**src/rtl/id_stage.sv**
```systemverilog
// ---------------------------------------------------------------------------
// id_stage -- OpenMIPS instruction-decode stage with registered ID/EX output.
//
// Decodes logic-immediate (ORI/ANDI/XORI), LUI and SPECIAL logic/shift
// instructions, reads two regfile operands, resolves them through EX/MEM
// forwarding (or stalls when FWD_EN=0), detects load-use hazards and holds
// the result in a valid/ready output register.
//
// Ports
//   clk, rst                 clock, synchronous active-high reset
//   in_valid_i / in_ready_o  upstream handshake with the IF/ID register
//   pc_i, inst_i             instruction and its PC
//   reg{1,2}_ren_o/_addr_o   combinational regfile read request
//   reg{1,2}_data_i          regfile read data, same cycle
//   ex_*_i, mem_*_i          write-back info of the EX and MEM instructions
//   flush_i                  drop output register and presented instruction
//   stall_req_o              hazard stall request to the pipeline controller
//   out_valid_o / out_ready_i downstream handshake with EX
//   pc_o .. inst_vld_o       registered decode result
// ---------------------------------------------------------------------------
module id_stage #(
    parameter int DATA_W   = 32,
    parameter int RADDR_W  = 5,
    parameter int ALUOP_W  = 8,
    parameter int ALUSEL_W = 3,
    parameter int FWD_EN   = 1
) (
    input  logic                clk,
    input  logic                rst,
    input  logic                in_valid_i,
    output logic                in_ready_o,
    input  logic [31:0]         pc_i,
    input  logic [31:0]         inst_i,
    output logic                reg1_ren_o,
    output logic                reg2_ren_o,
    output logic [RADDR_W-1:0]  reg1_addr_o,
    output logic [RADDR_W-1:0]  reg2_addr_o,
    input  logic [DATA_W-1:0]   reg1_data_i,
    input  logic [DATA_W-1:0]   reg2_data_i,
    input  logic                ex_wreg_i,
    input  logic [RADDR_W-1:0]  ex_waddr_i,
    input  logic [DATA_W-1:0]   ex_wdata_i,
    input  logic                ex_load_i,
    input  logic                mem_wreg_i,
    input  logic [RADDR_W-1:0]  mem_waddr_i,
    input  logic [DATA_W-1:0]   mem_wdata_i,
    input  logic                flush_i,
    output logic                stall_req_o,
    output logic                out_valid_o,
    input  logic                out_ready_i,
    output logic [31:0]         pc_o,
    output logic [ALUOP_W-1:0]  aluop_o,
    output logic [ALUSEL_W-1:0] alusel_o,
    output logic [DATA_W-1:0]   reg1_data_o,
    output logic [DATA_W-1:0]   reg2_data_o,
    output logic [RADDR_W-1:0]  w_addr_o,
    output logic                wreg_o,
    output logic                inst_vld_o
);

    localparam logic FWD = (FWD_EN != 0);

    localparam logic [5:0] OP_SPECIAL = 6'h00;
    localparam logic [5:0] OP_ANDI    = 6'h0C;
    localparam logic [5:0] OP_ORI     = 6'h0D;
    localparam logic [5:0] OP_XORI    = 6'h0E;
    localparam logic [5:0] OP_LUI     = 6'h0F;

    localparam logic [5:0] FN_SLL = 6'h00;
    localparam logic [5:0] FN_SRL = 6'h02;
    localparam logic [5:0] FN_SRA = 6'h03;
    localparam logic [5:0] FN_AND = 6'h24;
    localparam logic [5:0] FN_OR  = 6'h25;
    localparam logic [5:0] FN_XOR = 6'h26;
    localparam logic [5:0] FN_NOR = 6'h27;

    localparam logic [ALUOP_W-1:0] ALU_NOP = ALUOP_W'(8'h00);
    localparam logic [ALUOP_W-1:0] ALU_AND = ALUOP_W'(8'h24);
    localparam logic [ALUOP_W-1:0] ALU_OR  = ALUOP_W'(8'h25);
    localparam logic [ALUOP_W-1:0] ALU_XOR = ALUOP_W'(8'h26);
    localparam logic [ALUOP_W-1:0] ALU_NOR = ALUOP_W'(8'h27);
    localparam logic [ALUOP_W-1:0] ALU_SLL = ALUOP_W'(8'h7C);
    localparam logic [ALUOP_W-1:0] ALU_SRL = ALUOP_W'(8'h02);
    localparam logic [ALUOP_W-1:0] ALU_SRA = ALUOP_W'(8'h03);

    localparam logic [ALUSEL_W-1:0] SEL_NOP   = ALUSEL_W'(3'd0);
    localparam logic [ALUSEL_W-1:0] SEL_LOGIC = ALUSEL_W'(3'd1);
    localparam logic [ALUSEL_W-1:0] SEL_SHIFT = ALUSEL_W'(3'd2);

    logic [5:0] op;
    logic [5:0] funct;
    assign op    = inst_i[31:26];
    assign funct = inst_i[5:0];

    // Combinational decode
    logic [ALUOP_W-1:0]  aluop_d;
    logic [ALUSEL_W-1:0] alusel_d;
    logic                wreg_d;
    logic                ivld_d;
    logic                ren1_d, ren2_d;
    logic [RADDR_W-1:0]  raddr1_d, raddr2_d, waddr_d;
    logic [DATA_W-1:0]   imm_d;

    always_comb begin
        aluop_d  = ALU_NOP;
        alusel_d = SEL_NOP;
        wreg_d   = 1'b0;
        ivld_d   = 1'b0;
        ren1_d   = 1'b0;
        ren2_d   = 1'b0;
        raddr1_d = RADDR_W'(inst_i[25:21]);
        raddr2_d = RADDR_W'(inst_i[20:16]);
        waddr_d  = RADDR_W'(inst_i[15:11]);
        imm_d    = '0;
        case (op)
            OP_ORI, OP_ANDI, OP_XORI: begin
                aluop_d  = (op == OP_ORI) ? ALU_OR : (op == OP_ANDI) ? ALU_AND : ALU_XOR;
                alusel_d = SEL_LOGIC;
                ren1_d   = 1'b1;
                imm_d    = DATA_W'(inst_i[15:0]);
                waddr_d  = RADDR_W'(inst_i[20:16]);
                wreg_d   = 1'b1;
                ivld_d   = 1'b1;
            end
            OP_LUI: begin
                // LUI is executed as $0 | (imm << 16)
                aluop_d  = ALU_OR;
                alusel_d = SEL_LOGIC;
                ren1_d   = 1'b1;
                raddr1_d = '0;
                imm_d    = DATA_W'({inst_i[15:0], 16'h0000});
                waddr_d  = RADDR_W'(inst_i[20:16]);
                wreg_d   = 1'b1;
                ivld_d   = 1'b1;
            end
            OP_SPECIAL: begin
                case (funct)
                    FN_AND, FN_OR, FN_XOR, FN_NOR: begin
                        aluop_d  = (funct == FN_AND) ? ALU_AND :
                                   (funct == FN_OR)  ? ALU_OR  :
                                   (funct == FN_XOR) ? ALU_XOR : ALU_NOR;
                        alusel_d = SEL_LOGIC;
                        ren1_d   = 1'b1;
                        ren2_d   = 1'b1;
                        wreg_d   = 1'b1;
                        ivld_d   = 1'b1;
                    end
                    FN_SLL, FN_SRL, FN_SRA: begin
                        aluop_d  = (funct == FN_SLL) ? ALU_SLL :
                                   (funct == FN_SRL) ? ALU_SRL : ALU_SRA;
                        alusel_d = SEL_SHIFT;
                        ren2_d   = 1'b1;
                        imm_d    = DATA_W'(inst_i[10:6]);
                        wreg_d   = 1'b1;
                        ivld_d   = 1'b1;
                    end
                    default: ;
                endcase
            end
            default: ;
        endcase
    end

    // Operand resolution: immediate, $0, EX forward, MEM forward, regfile.
    function automatic logic [DATA_W-1:0] pick_operand(
        input logic               ren,
        input logic [RADDR_W-1:0] addr,
        input logic [DATA_W-1:0]  rf_data,
        input logic [DATA_W-1:0]  imm
    );
        if (!ren)                                         return imm;
        else if (addr == '0)                              return '0;
        else if (FWD && ex_wreg_i && ex_waddr_i == addr)   return ex_wdata_i;
        else if (FWD && mem_wreg_i && mem_waddr_i == addr) return mem_wdata_i;
        else                                              return rf_data;
    endfunction

    // A load in EX cannot be forwarded yet; without forwarding every
    // outstanding EX/MEM write to a source register must drain first.
    function automatic logic raw_hazard(
        input logic               ren,
        input logic [RADDR_W-1:0] addr
    );
        logic ex_hit, mem_hit;
        ex_hit  = ex_wreg_i  && (ex_waddr_i  == addr);
        mem_hit = mem_wreg_i && (mem_waddr_i == addr);
        return ren && (addr != '0) &&
               ((ex_hit && ex_load_i) || (!FWD && (ex_hit || mem_hit)));
    endfunction

    logic [DATA_W-1:0] op1_d, op2_d;
    logic              hazard;
    logic              in_ready;
    logic              valid_q;

    assign op1_d    = pick_operand(ren1_d, raddr1_d, reg1_data_i, imm_d);
    assign op2_d    = pick_operand(ren2_d, raddr2_d, reg2_data_i, imm_d);
    assign hazard   = in_valid_i && (raw_hazard(ren1_d, raddr1_d) || raw_hazard(ren2_d, raddr2_d));
    assign in_ready = (!valid_q || out_ready_i) && !hazard;

    assign in_ready_o  = in_ready;
    assign stall_req_o = hazard && !flush_i;
    assign reg1_ren_o  = ren1_d;
    assign reg2_ren_o  = ren2_d;
    assign reg1_addr_o = raddr1_d;
    assign reg2_addr_o = raddr2_d;

    // ID/EX output register
    logic [31:0]         pc_q;
    logic [ALUOP_W-1:0]  aluop_q;
    logic [ALUSEL_W-1:0] alusel_q;
    logic [DATA_W-1:0]   op1_q, op2_q;
    logic [RADDR_W-1:0]  waddr_q;
    logic                wreg_q;
    logic                ivld_q;

    always_ff @(posedge clk) begin
        if (rst) begin
            valid_q  <= 1'b0;
            pc_q     <= '0;
            aluop_q  <= '0;
            alusel_q <= '0;
            op1_q    <= '0;
            op2_q    <= '0;
            waddr_q  <= '0;
            wreg_q   <= 1'b0;
            ivld_q   <= 1'b0;
        end else if (flush_i) begin
            valid_q <= 1'b0;
        end else if (in_valid_i && in_ready) begin
            valid_q  <= 1'b1;
            pc_q     <= pc_i;
            aluop_q  <= aluop_d;
            alusel_q <= alusel_d;
            op1_q    <= op1_d;
            op2_q    <= op2_d;
            waddr_q  <= waddr_d;
            wreg_q   <= wreg_d;
            ivld_q   <= ivld_d;
        end else if (out_ready_i) begin
            // consumed, or a hazard bubble is being inserted
            valid_q <= 1'b0;
        end
    end

    assign out_valid_o = valid_q;
    assign pc_o        = pc_q;
    assign aluop_o     = aluop_q;
    assign alusel_o    = alusel_q;
    assign reg1_data_o = op1_q;
    assign reg2_data_o = op2_q;
    assign w_addr_o    = waddr_q;
    assign wreg_o      = wreg_q;
    assign inst_vld_o  = ivld_q;

endmodule

```
**config.mk**
```make
export PLATFORM = sky130hd
export DESIGN_NAME = id_stage
export DESIGN_NICKNAME = d
export VERILOG_FILES = /design/src/rtl/id_stage.sv
export SDC_FILE = /design/constraint.sdc
export NUM_CORES = 1
export LEC_CHECK = 0
export CAP_MARGIN = 15
export CORE_AREA = 2 2 139 141
export CTS_BUF_LIST = sky130_fd_sc_hd__clkbuf_16
export DETAILED_ROUTE_END_ITERATION = 8
export DIE_AREA = 0 0 141 143
export GPL_TIMING_DRIVEN = 0
export MAX_ROUTING_LAYER = met4
export PLACE_DENSITY = 0.77
export SETUP_SLACK_MARGIN = 0.3
export SLEW_MARGIN = 10
export SYNTH_ARGS = -nofsm -noshare
export SYNTH_HDL_FRONTEND = slang
export SYNTH_SLANG_ARGS = --single-unit
```
**constraint.sdc**
```tcl
create_clock -name clk -period 2.65 [get_ports clk]
set_input_delay 0.53 -clock clk [delete_from_list [all_inputs] [get_ports clk]]
set_output_delay 0.53 -clock clk [all_outputs]
set_load 0.05 [all_outputs]
```
After elaboration in Yosys (flattened, before gate mapping)
Cells that the tools add are included.
Storage, ports and cells
  bits in registers: 114
  bits in latches: 0
  bits in writable memories: 0
  ROM bits: 0
  bits of input ports: 210
  output and inout bits: 129
  word-level logic and storage cells: 86
  memories kept: 0
Operators by class
  add/subtract/negate cells: 0
  multipliers: 0
  div/mod/pow operators: 0
  $lt $le $gt $ge: 0
  eq/ne operators: 14
  shift-type cells: 0
  muxes and demuxes: 30
  bitwise operators: 1
  reduce and logical (&&, ||, !) cells: 33
Operators with widths (number)
  two-way mux 32 bit: 8
  one-hot mux 32 bit (3 select lines): 1
  == test 6 x 4 -> 1 bit (second input constant): 4
  == test 6 bit (second input constant): 4
  one-hot mux 8 bit (3 select lines): 1
  == test 5 bit: 4
  two-way mux 5 bit: 3
  logical AND 1 bit: 14
  one-hot mux 7 bit (2 select lines): 1
  == test 6 x 2 -> 1 bit (second input constant): 2
  logical NOT 6 bit: 2
  logical NOT 5 bit: 2
  nonzero test 5 bit: 2
  two-way mux 2 bit: 4
  one-hot mux 2 bit (2 select lines): 2
  OR reduction 4 bit: 2
  two-way mux 1 bit: 7
  two-way mux 7 bit: 1
  OR reduction 7 bit: 1
  OR reduction 3 bit: 2
  one-hot mux 1 bit (2 select lines): 2
  logical NOT 1 bit: 3
  logical OR 1 bit: 2
  AND reduction 2 bit: 1
  other kinds (3): 3

Longest topological paths before layout
Gate-level depths: netlist of the first run.
  word-level depth: 12
  gate-level depth with buffers: 10
  gate-level depth less buffers: 6

Worst setup path before layout of the first run
Ideal clock, no wire load.
  path kind: in2out
  start point: input port inst_i[29]
  end point: output port stall_req_o
  data arrival time: 3260 ps
  slack: -1140 ps
  cell stages on the path: 5
  buffers on the path: 0
  cell sequence: or4_4 > o31ai_4 > o311a_2 > a32oi_1 > nor3_1
RTL lines
  start: declaration: line 33  | input logic [31:0] inst_i,
  == test 6 x 4 -> 1 bit: line 115  | case (op)
  OR reduction 4 bit (no source line)
  one-hot mux 1 bit (2 select lines) (*): line 115
  named net reg1_ren_o: line 34  | output logic reg1_ren_o,
  logical AND 1 bit (*) (2 in series): line 187  | return ren && (addr != '0) &&
  logical OR 1 bit (*): line 198  | assign hazard = in_valid_i && (raw_hazard(ren1_d, raddr1_d) || raw_hazard(ren2_d, raddr2_d));
  logical AND 1 bit (*): line 198
  logical AND 1 bit (*): line 202  | assign stall_req_o = hazard && !flush_i;
  end: declaration: line 48  | output logic stall_req_o,
Mark *: on every way through the listed nets, which the timed path passes. The rest lies on a longest branch.

Worst setup path after layout of the first run
  start point: input port inst_i[29]
  end point: output port in_ready_o
On the way
  longest elaborated chain between the ends: 10
RTL lines
  == test 6 x 4 -> 1 bit: line 115
  two-way mux 5 bit: line 115
  == test 5 bit: line 185  | ex_hit = ex_wreg_i && (ex_waddr_i == addr);
  logical AND 1 bit: line 185
  logical AND 1 bit: line 188  | ((ex_hit && ex_load_i) || (!FWD && (ex_hit || mem_hit)));
  logical AND 1 bit: line 187
  logical OR 1 bit (*): line 198
  logical AND 1 bit (*): line 198
  logical NOT 1 bit (*): line 199  | assign in_ready = (!valid_q || out_ready_i) && !hazard;
  logical AND 1 bit (*): line 199
  end: declaration: line 31  | output logic in_ready_o,
Mark *: on every way between the ends. The rest lies on a longest branch, timed or not.

==> results of run 1 <==
==> state kept, by name (all words and copies together), names as in the netlist <==
name / cells
pc_o: 32
reg1_data_o: 32
reg2_data_o: 32
w_addr_o: 5
aluop_o: 4
alusel_o: 2
inst_vld_o: 1
out_valid_o: 1
==> cells in the mapped netlist, drive strengths merged, types with 2 or more instances <==
cell / count
clkbuf: 57
o22ai: 2
a32o: 27
o211ai: 27
a211oi: 2
nand2b: 27
a21oi: 86
and2: 8
xnor2: 16
nand4bb: 2
o32a: 2
nor3: 5
a311oi: 44
nand4: 4
nand2: 61
a211o: 32
nor4bb: 3
nand3: 35
nand3b: 6
o41ai: 27
or3: 2
dfxtp: 109
or2: 2
a31oi: 3
inv: 31
o21ai: 38
nor2: 45
o31ai: 2
o311ai: 5
buf: 41
o21a: 3
nor4: 5
or4: 4
mux2i: 32
o41a: 5
==> per-stage QoR <==
stage / power (uW) / util / setup TNS [ns]
after floorplan: 2480 / - / -17.93
final: 4750 / 0.685 / -1.98
after detailed placement: 3140 / 0.570 / -109.54
after CTS: 4660 / 0.660 / -3.64
after global routing: 4900 / 0.685 / -5.41
after global placement: 3130 / 0.570 / -106.05
==> cells by family (layout without fill, tap and decap cells) <==
group           count (synthesis)  count (layout)
other cells                     1               3
flops                         109             109
mux                            32              32
compound gates                313             313
xor+xnor                       17              17
simple gates                  214             215
buf+inv                       129             551
==> layer usage <==
metal,track usage,vias up
li1,-,3947
met1,0.396,4206
met2,0.556,456
met3,0.0597,86
met4,0.112,0
met5,-,-
==> layout make-up <==
| type | count | area [um2] |
|---|---|---|
| tap | 234 | 293 |
| timing repair buffer | 406 | 4240 |
| sequential | 109 | 2180 |
| buffer | 98 | 822 |
| multi-input combinational | 579 | 4790 |
| inverter | 31 | 116 |
| clock inverter | 7 | 70.1 |
| clock buffer | 9 | 225 |
| fill | 1495 | 5850 |
| antenna | 1 | 2.50 |
==> power by group <==
part	switching [uW]	internal, uW	total, uW
Sequential	47.1	1710	1750
Clock	727	664	1390
Combinational	877	729	1610
Total	1650	3100	4750
==> repair_timing <==
action | in CTS | in global routing
hold buffers | 0 | 0
setup endpoints to repair | 122 | 113
pin swaps | 48 | 35
gates cloned | 15 | 0
buffers inserted | 48 | 10
gates resized for setup | 286 | 112
==> worst paths after layout <==
kind                            startpoint                      endpoint  slack, ns  cells after the start
setup / recovery                inst_i[29]                    in_ready_o      -0.11                      8
hold / removal       pc_o[31]$_SDFFE_PP0P_         pc_o[31]$_SDFFE_PP0P_       0.47                      2
setup reg to reg  out_valid_o$_SDFFE_PP0P_  reg1_data_o[18]$_SDFFE_PP0P_       0.35                      9
hold reg to reg      pc_o[31]$_SDFFE_PP0P_         pc_o[31]$_SDFFE_PP0P_       0.47                      2
==> critical path: cells and delay by family <==
family | cells | cell delay, ns
AO/OA/AOI/OAI | 3 | 0.71
buffers and inverters | 2 | 0.24
AND/OR/NAND/NOR | 3 | 0.73
==> metrics.txt, run 1 <==
Initial Utilization=0.364; Num CTS Buffers=9; routed wl met2=16500 um; Design Area, Final=12700 um2; clk sink count=109; maximum level of the CTS H-tree=3; DR pass1 iterations=7; adder-cell area share of the yosys netlist=0; Row Count=50; Startpoint Class=input pin; GPL Wtd Cong=0.917; Place WS=-1.31 ns; Post-synth EDFFs=0; critical path's slowest cell=or4_4; main area contributors after synthesis=dfxtp_1 32%, a21oi_1 6.2%, mux2i_1 4.7%; # port buffers=334; Die Span X=141 um; RSZ-0062 raised after global routing=true; Cells after DPL=1384; Critical Path Most Common Cell=nor2_4; sequential share of the synthesized area=0.323; Ys Warns=0; mux contribution to synthesized area=0.0473; hold slack=0.465 ns; wire length on met3=2400 um; main combinational cell family by area after synthesis=compound AO/OA/AOI/OAI gates; failing checks=negative setup slack; largest net degree at the start of global routing=21; most frequent cells in the layout=296 x clkdlybuf4s50_1, 109 x dfxtp_1, 59 x nand2_1, 52 x a21oi_1, 45 x buf_4; num ports=339; maxcap violations=0; fin crit share=1.04; Final Non-Filler Cells=1474; status=finished, violations left; PwrDens=373 nW/um2; global-route wire length before repair=49800 um; CP Data Required Time=2.12 ns; cell taking the most area after synthesis=dfxtp_1; DR vias=8695; setup slack after layout=-0.108 ns; fmax=0.363 GHz; chip height=143 um; clock insertion delay at the later pin of the skew report=0.37 ns; async set-reset flop share out of synthesis=0; share of Yosys cell area claimed by the top area cell type=0.323; Via density=5.90; Slew HR=0.502; clk buf depth=2; Hold Crit Class=reg -> reg; crit-path max FO=3; simple-gate share of the synthesized area=0.162; top routing layer in use=met4; Core ar.=18600 um2; commonest non-fill, non-tap cell in the layout=clkdlybuf4s50_1; Post-Syn Area=6770 um2; Peak VDD IR=0.297 mV; Worst setup EP type=output port; drt wl/cell=23.0 um; post-synth cell types=63; DP Area=10600 um2; register bit count reported by yosys=109; P&R area growth vs syn=88.2%; CTS tree=built; WP data arrival=2.23 ns; Routed Antenna Nets=0; CP Class=in -> out; Worst Max-Slew Pin Slew=0.747 ns; CTS clock-pin slew for the worst setup and hold paths=0.09 ns; layout cell share with drive strength beyond 1=0.275; vias in the first global route=8645; max incr delay on CP=0.55 ns; Post-synth top flop=dfxtp_1; root buffer cell=clkbuf_16; fin. max-slew vios=0; starting DRC count in detailed routing=622; initial antenna violation count=1; Hold Vio Cnt, Final=0; Die Area=20200 um2; Mapped Cells=815; Met1 Wirelength=13800 um; # DRC=0; Routed WL=33800 um; Tmin final=2.76 ns; GRT overflow=0; critical-path cell list=buf_8, or4_4, o31ai_4, o311a_4, a32oi_4, nor2_4, nor2_4, buf_6; Synth Area per Inst=8.30 um2; Compound-Gate Fraction of Synth Area=0.357; Layout Nets=1444; GRT Util Overall=0.328; DP HPWL=24000 um; Final Skew=0.00733 ns; XOR/XNOR Fraction of Synth Area=0.0220; Setup violations, final=50; Lkg Pwr=0.00443 uW
(Power assumes the default switching activity.)
==> run 2, diff against run 1 <==
- GPL_TIMING_DRIVEN: 0 -> not set
==> metrics.txt, run 2 (synthesis gave the netlist of run 1 again) <==
status=finished, violations left; failing checks=negative setup slack; hold path start=reg1_data_o[18]$_SDFFE_PP0P_; most frequent cells in the layout=293 x clkdlybuf4s50_1, 109 x dfxtp_1, 103 x buf_4, 60 x nand2_1, 49 x a21oi_2; Lkg Pwr=0.00473 uW; fmax=0.366 GHz; number of fill cells=1287; setup TNS=-0.390 ns; crit-path max FO=3; CP Data Required Time=2.12 ns; R2R depth=8; commonest non-fill, non-tap cell in the layout=clkdlybuf4s50_1; root buffer cell=clkbuf_16; Startpoint Class=input pin; chip height=143 um; r2r endpoint=w_addr_o[3]$_SDFFE_PP0P_; Final Skew=0.00934 ns; maximum level of the CTS H-tree=3; worst r2r src=out_valid_o$_SDFFE_PP0P_; DR pass1 iterations=5; largest net degree at the start of global routing=48; clk sink count=109; Peak VDD IR=0.477 mV; Setup violations, final=25; Slew HR=0.586; vias in the first global route=8759; fin crit share=1.03; DR vias=9012; GRT Util Overall=0.343; num ports=339; Routed WL=36500 um; Cells after DPL=1387; WP data arrival=2.20 ns; multi-input logic area=5140 um2; Hold Path Stages=1; Die Area=20200 um2; Final Non-Filler Cells=1473; setup slack after layout=-0.0838 ns; initial antenna violation count=1; CTS clock-pin slew for the worst setup and hold paths=0.07 ns; Layout Nets=1443; Worst setup EP type=output port; layout cell share with drive strength beyond 1=0.321; Core ar.=18600 um2; Row Count=50; Num CTS Buffers=9; maxcap violations=0; drt wl/cell=24.8 um; # port buffers=336; CTS tree=built; Initial Utilization=0.364; P&R area growth vs syn=101%; Hold Crit Class=reg -> reg; Worst Max-Slew Pin Slew=0.612 ns; fin. max-slew vios=0; Min-Delay Endpoint=reg1_data_o[18]$_SDFFE_PP0P_; clock insertion delay at the later pin of the skew report=0.36 ns; Hold Vio Cnt, Final=0; GPL Wtd Cong=0.969; RSZ-0062 raised after global routing=true; Tmin final=2.73 ns; CP Class=in -> out; starting DRC count in detailed routing=793; DP HPWL=22700 um; PwrDens=357 nW/um2; # DRC=0; GRT overflow=0; Routed Antenna Nets=0; FF-to-FF setup slack=0.59 ns; Via density=6.12; register area=2180 um2; Die Span X=141 um; clk buf depth=2; global-route wire length before repair=51800 um
[run 2: cell types whose count changed in the layout (fill, tap and decap cells not counted), sizes merged]
cell / change
clkdlybuf4s50: -3
dlymetal6s2s: -2
bufbuf: +4
clkdlybuf4s15: -2
dlygate4sd2: +1
buf: +58
o32a: +1
nor2: -1
clkbuf: -57
[run 2: how the worst max path moves through the flow]
stage	end	slack, ns	startpoint	depth (start not counted)
after floorplan	stall_req_o	-0.49	inst_i[29]	5
after global placement	in_ready_o	-0.47	inst_i[3]	9
after detailed placement	in_ready_o	-0.47	inst_i[29]	8
after CTS	in_ready_o	-0.1	inst_i[28]	8
after global routing	in_ready_o	-0.12	inst_i[29]	8
final	in_ready_o	-0.08	inst_i[29]	8
[run 2: through the flow]
stage          hold slack, ns  instance area [um2]  setup WS, ns  total power (uW)  utilization
6_report                0.470                13600       -0.0838              4860        0.732
4_1_cts                 0.473                12800       -0.0966              4700        0.688
5_1_grt                 0.497                13600        -0.121              4990        0.732
2_1_floorplan           0.678                 6960        -0.490              2480            -
3_3_place_gp            0.448                11100        -0.470              3200        0.596
3_5_place_dp            0.454                11100        -0.470              3210        0.596
[run 2: timing repair]
action                                  4_1_cts  5_1_grt
pin swaps                                    32       76
endpoints found under the setup margin      117      112
gates cloned                                 23        2
setup buffers                                30       14
hold buffers                                  0        0
resized for setup                           191      131
[run 2: cell type report]
type / count / share of cell area
repair buffers: 503 / 0.409
multi-input cells: 579 / 0.378
flip-flops and latches: 109 / 0.160
well taps: 234 / 0.0215
clock buffers: 9 / 0.0166
inverters: 31 / 0.00855
clock inverters: 7 / 0.00515
diodes: 1 / 0.000184
[run 2: worst max-delay path: stages]
cell	delay (ns)
buf_8	0.10
or4_4	0.56
o31ai_4	0.24
o311a_4	0.27
a32oi_4	0.14
nor2_2	0.17
nor2_4	0.05
buf_8	0.15
[run 2: per-layer routing]
| metal | up-vias | global-route usage | routed length [um] |
|---|---|---|---|
| li1 | 3952 | - | - |
| met1 | 4360 | 0.421 | 14300 |
| met2 | 576 | 0.563 | 17700 |
| met3 | 124 | 0.0654 | 3050 |
| met4 | 0 | 0.128 | 1500 |
| met5 | - | - | 0 |
[run 2: report_power, final]
part	leakage, uW	internal, uW	switching (uW)
logic	0.00370	797	899
registers	0.000890	1710	57.2
clock network	0.000141	664	733
==> run 3, diff against run 2 <==
- CORE_AREA: 2 2 139 141 -> 2 2 131 133
- DIE_AREA: 0 0 141 143 -> 0 0 133 135
- DONT_BUFFER_PORTS: not set -> 1
- GPL_TIMING_DRIVEN: not set -> 0
- PLACE_DENSITY: 0.77 -> not set
==> metrics.txt, run 3 (synthesis gave the netlist of run 1 again) <==
R2R depth=7; Hold Crit Class=in -> reg; CTS tree=built; CTS clock-pin slew for the worst setup and hold paths=0.08 ns; most frequent cells in the layout=109 x dfxtp_1, 65 x a21oi_1, 61 x nand2_1, 49 x clkbuf_1, 40 x nor2_1; fmax=0.302 GHz; root buffer cell=clkbuf_16; drt wl/cell=26.4 um; chip height=135 um; layout cell share with drive strength beyond 1=0.179; largest net degree at the start of global routing=21; Layout Nets=1054; Slew HR=0.408; setup slack after layout=-0.659 ns; CP Class=in -> out; Util after Layout=0.482; Lkg Pwr=0.00245 uW; Design Area, Final=7910 um2; CP Data Required Time=2.12 ns; starting DRC count in detailed routing=573; DP Area=7230 um2; Startpoint Class=input pin; GPL Wtd Cong=0.873; Via density=6.38; Tmin final=3.31 ns; clk buf depth=2; Row Count=47; global-route wire length before repair=41000 um; RSZ-0062 raised after global routing=true; P&R area growth vs syn=17.0%; critical path's slowest cell=o31ai_4; commonest non-fill, non-tap cell in the layout=dfxtp_1; clock insertion delay at the later pin of the skew report=0.36 ns; Final Non-Filler Cells=1069; maximum level of the CTS H-tree=3; Place WS=-0.766 ns; GRT Util Overall=0.309; critical-path cell list=or4_4, o31ai_4, o311a_4, a32oi_4, nor3_4; GRT overflow=0; Hold Vio Cnt, Final=0; Final Skew=0.00655 ns; DP HPWL=21400 um; fin. max-slew vios=0; Worst Max-Slew Pin Slew=0.888 ns; crit-path max FO=5; Hold Path Stages=2; Die Span X=133 um; Num CTS Buffers=9; Inserted Diodes=0; # DRC=0; failing checks=negative setup slack; max incr delay on CP=0.73 ns; initial antenna violation count=0; maxcap violations=0; Initial Utilization=0.412; Worst setup EP type=output port; num ports=339; Routed Antenna Nets=0; Core ar.=16400 um2; fin crit share=1.25; Overall Power=4120 uW; WP data arrival=2.78 ns; clk sink count=109; # port buffers=0; Routed WL=28200 um; status=finished, violations left; Cells after DPL=1036; Die Area=18000 um2; vias in the first global route=6579; Setup violations, final=110; DR pass1 iterations=6; Peak VDD IR=0.306 mV; PwrDens=521 nW/um2; DR vias=6815
[run 3: per-stage QoR]
step           hold slack, ns  TNS (ns)
3_5_place_dp            0.685    -62.53
2_1_floorplan           0.678    -17.93
5_1_grt                 0.293    -44.07
4_1_cts                 0.295    -29.41
3_3_place_gp            0.681    -59.53
6_report                0.306    -31.58
[run 3: critical path: cells and delay by family]
kind            cells  cell delay [ns]
compound gates      3             1.25
simple gates        2             0.99
[run 3: path summary, 6_finish.rpt]
kind | end | slack [ns] | start
hold reg to reg | pc_o[22]$_SDFFE_PP0P_ | 0.74 | pc_o[22]$_SDFFE_PP0P_
setup / recovery | stall_req_o | -0.66 | inst_i[29]
setup reg to reg | reg1_data_o[2]$_SDFFE_PP0P_ | -0.19 | out_valid_o$_SDFFE_PP0P_
hold / removal | pc_o[31]$_SDFFE_PP0P_ | 0.31 | pc_i[31]
[run 3: per-layer routing]
| layer | vias up | share of wire | GRT usage | wire length (um) |
|---|---|---|---|---|
| met3 | 54 | 0.095 | 0.0822 | 2680 |
| met4 | 0 | 0.033 | 0.105 | 916 |
| met5 | - | 0 | - | 0 |
| li1 | 3148 | - | - | - |
| met1 | 3246 | 0.41 | 0.381 | 11500 |
| met2 | 367 | 0.46 | 0.492 | 13100 |
[run 3: final cells by class]
class | count | area (um2)
fill | 1649 | 8490
clock buffer | 9 | 225
buffer | 98 | 589
multi-input combinational | 579 | 4230
clock inverter | 7 | 90.1
tap | 220 | 275
inverter | 31 | 116
sequential | 109 | 2180
timing repair buffer | 16 | 204
[run 3: where the power goes]
group          leakage [uW]  switching, uW  internal, uW
logic               0.00141            395           244
registers          0.000890            301          1710
clock network      0.000156            712           764
total               0.00245           1410          2710
[run 3: timing repair]
item                       CTS  global route
hold buffers                 0             0
setup endpoints to repair  113           112
cloned                       6             1
gates resized for setup     21            34
hold endpoints to repair     0             0
pin swaps                    4             1
setup buffers                8             2
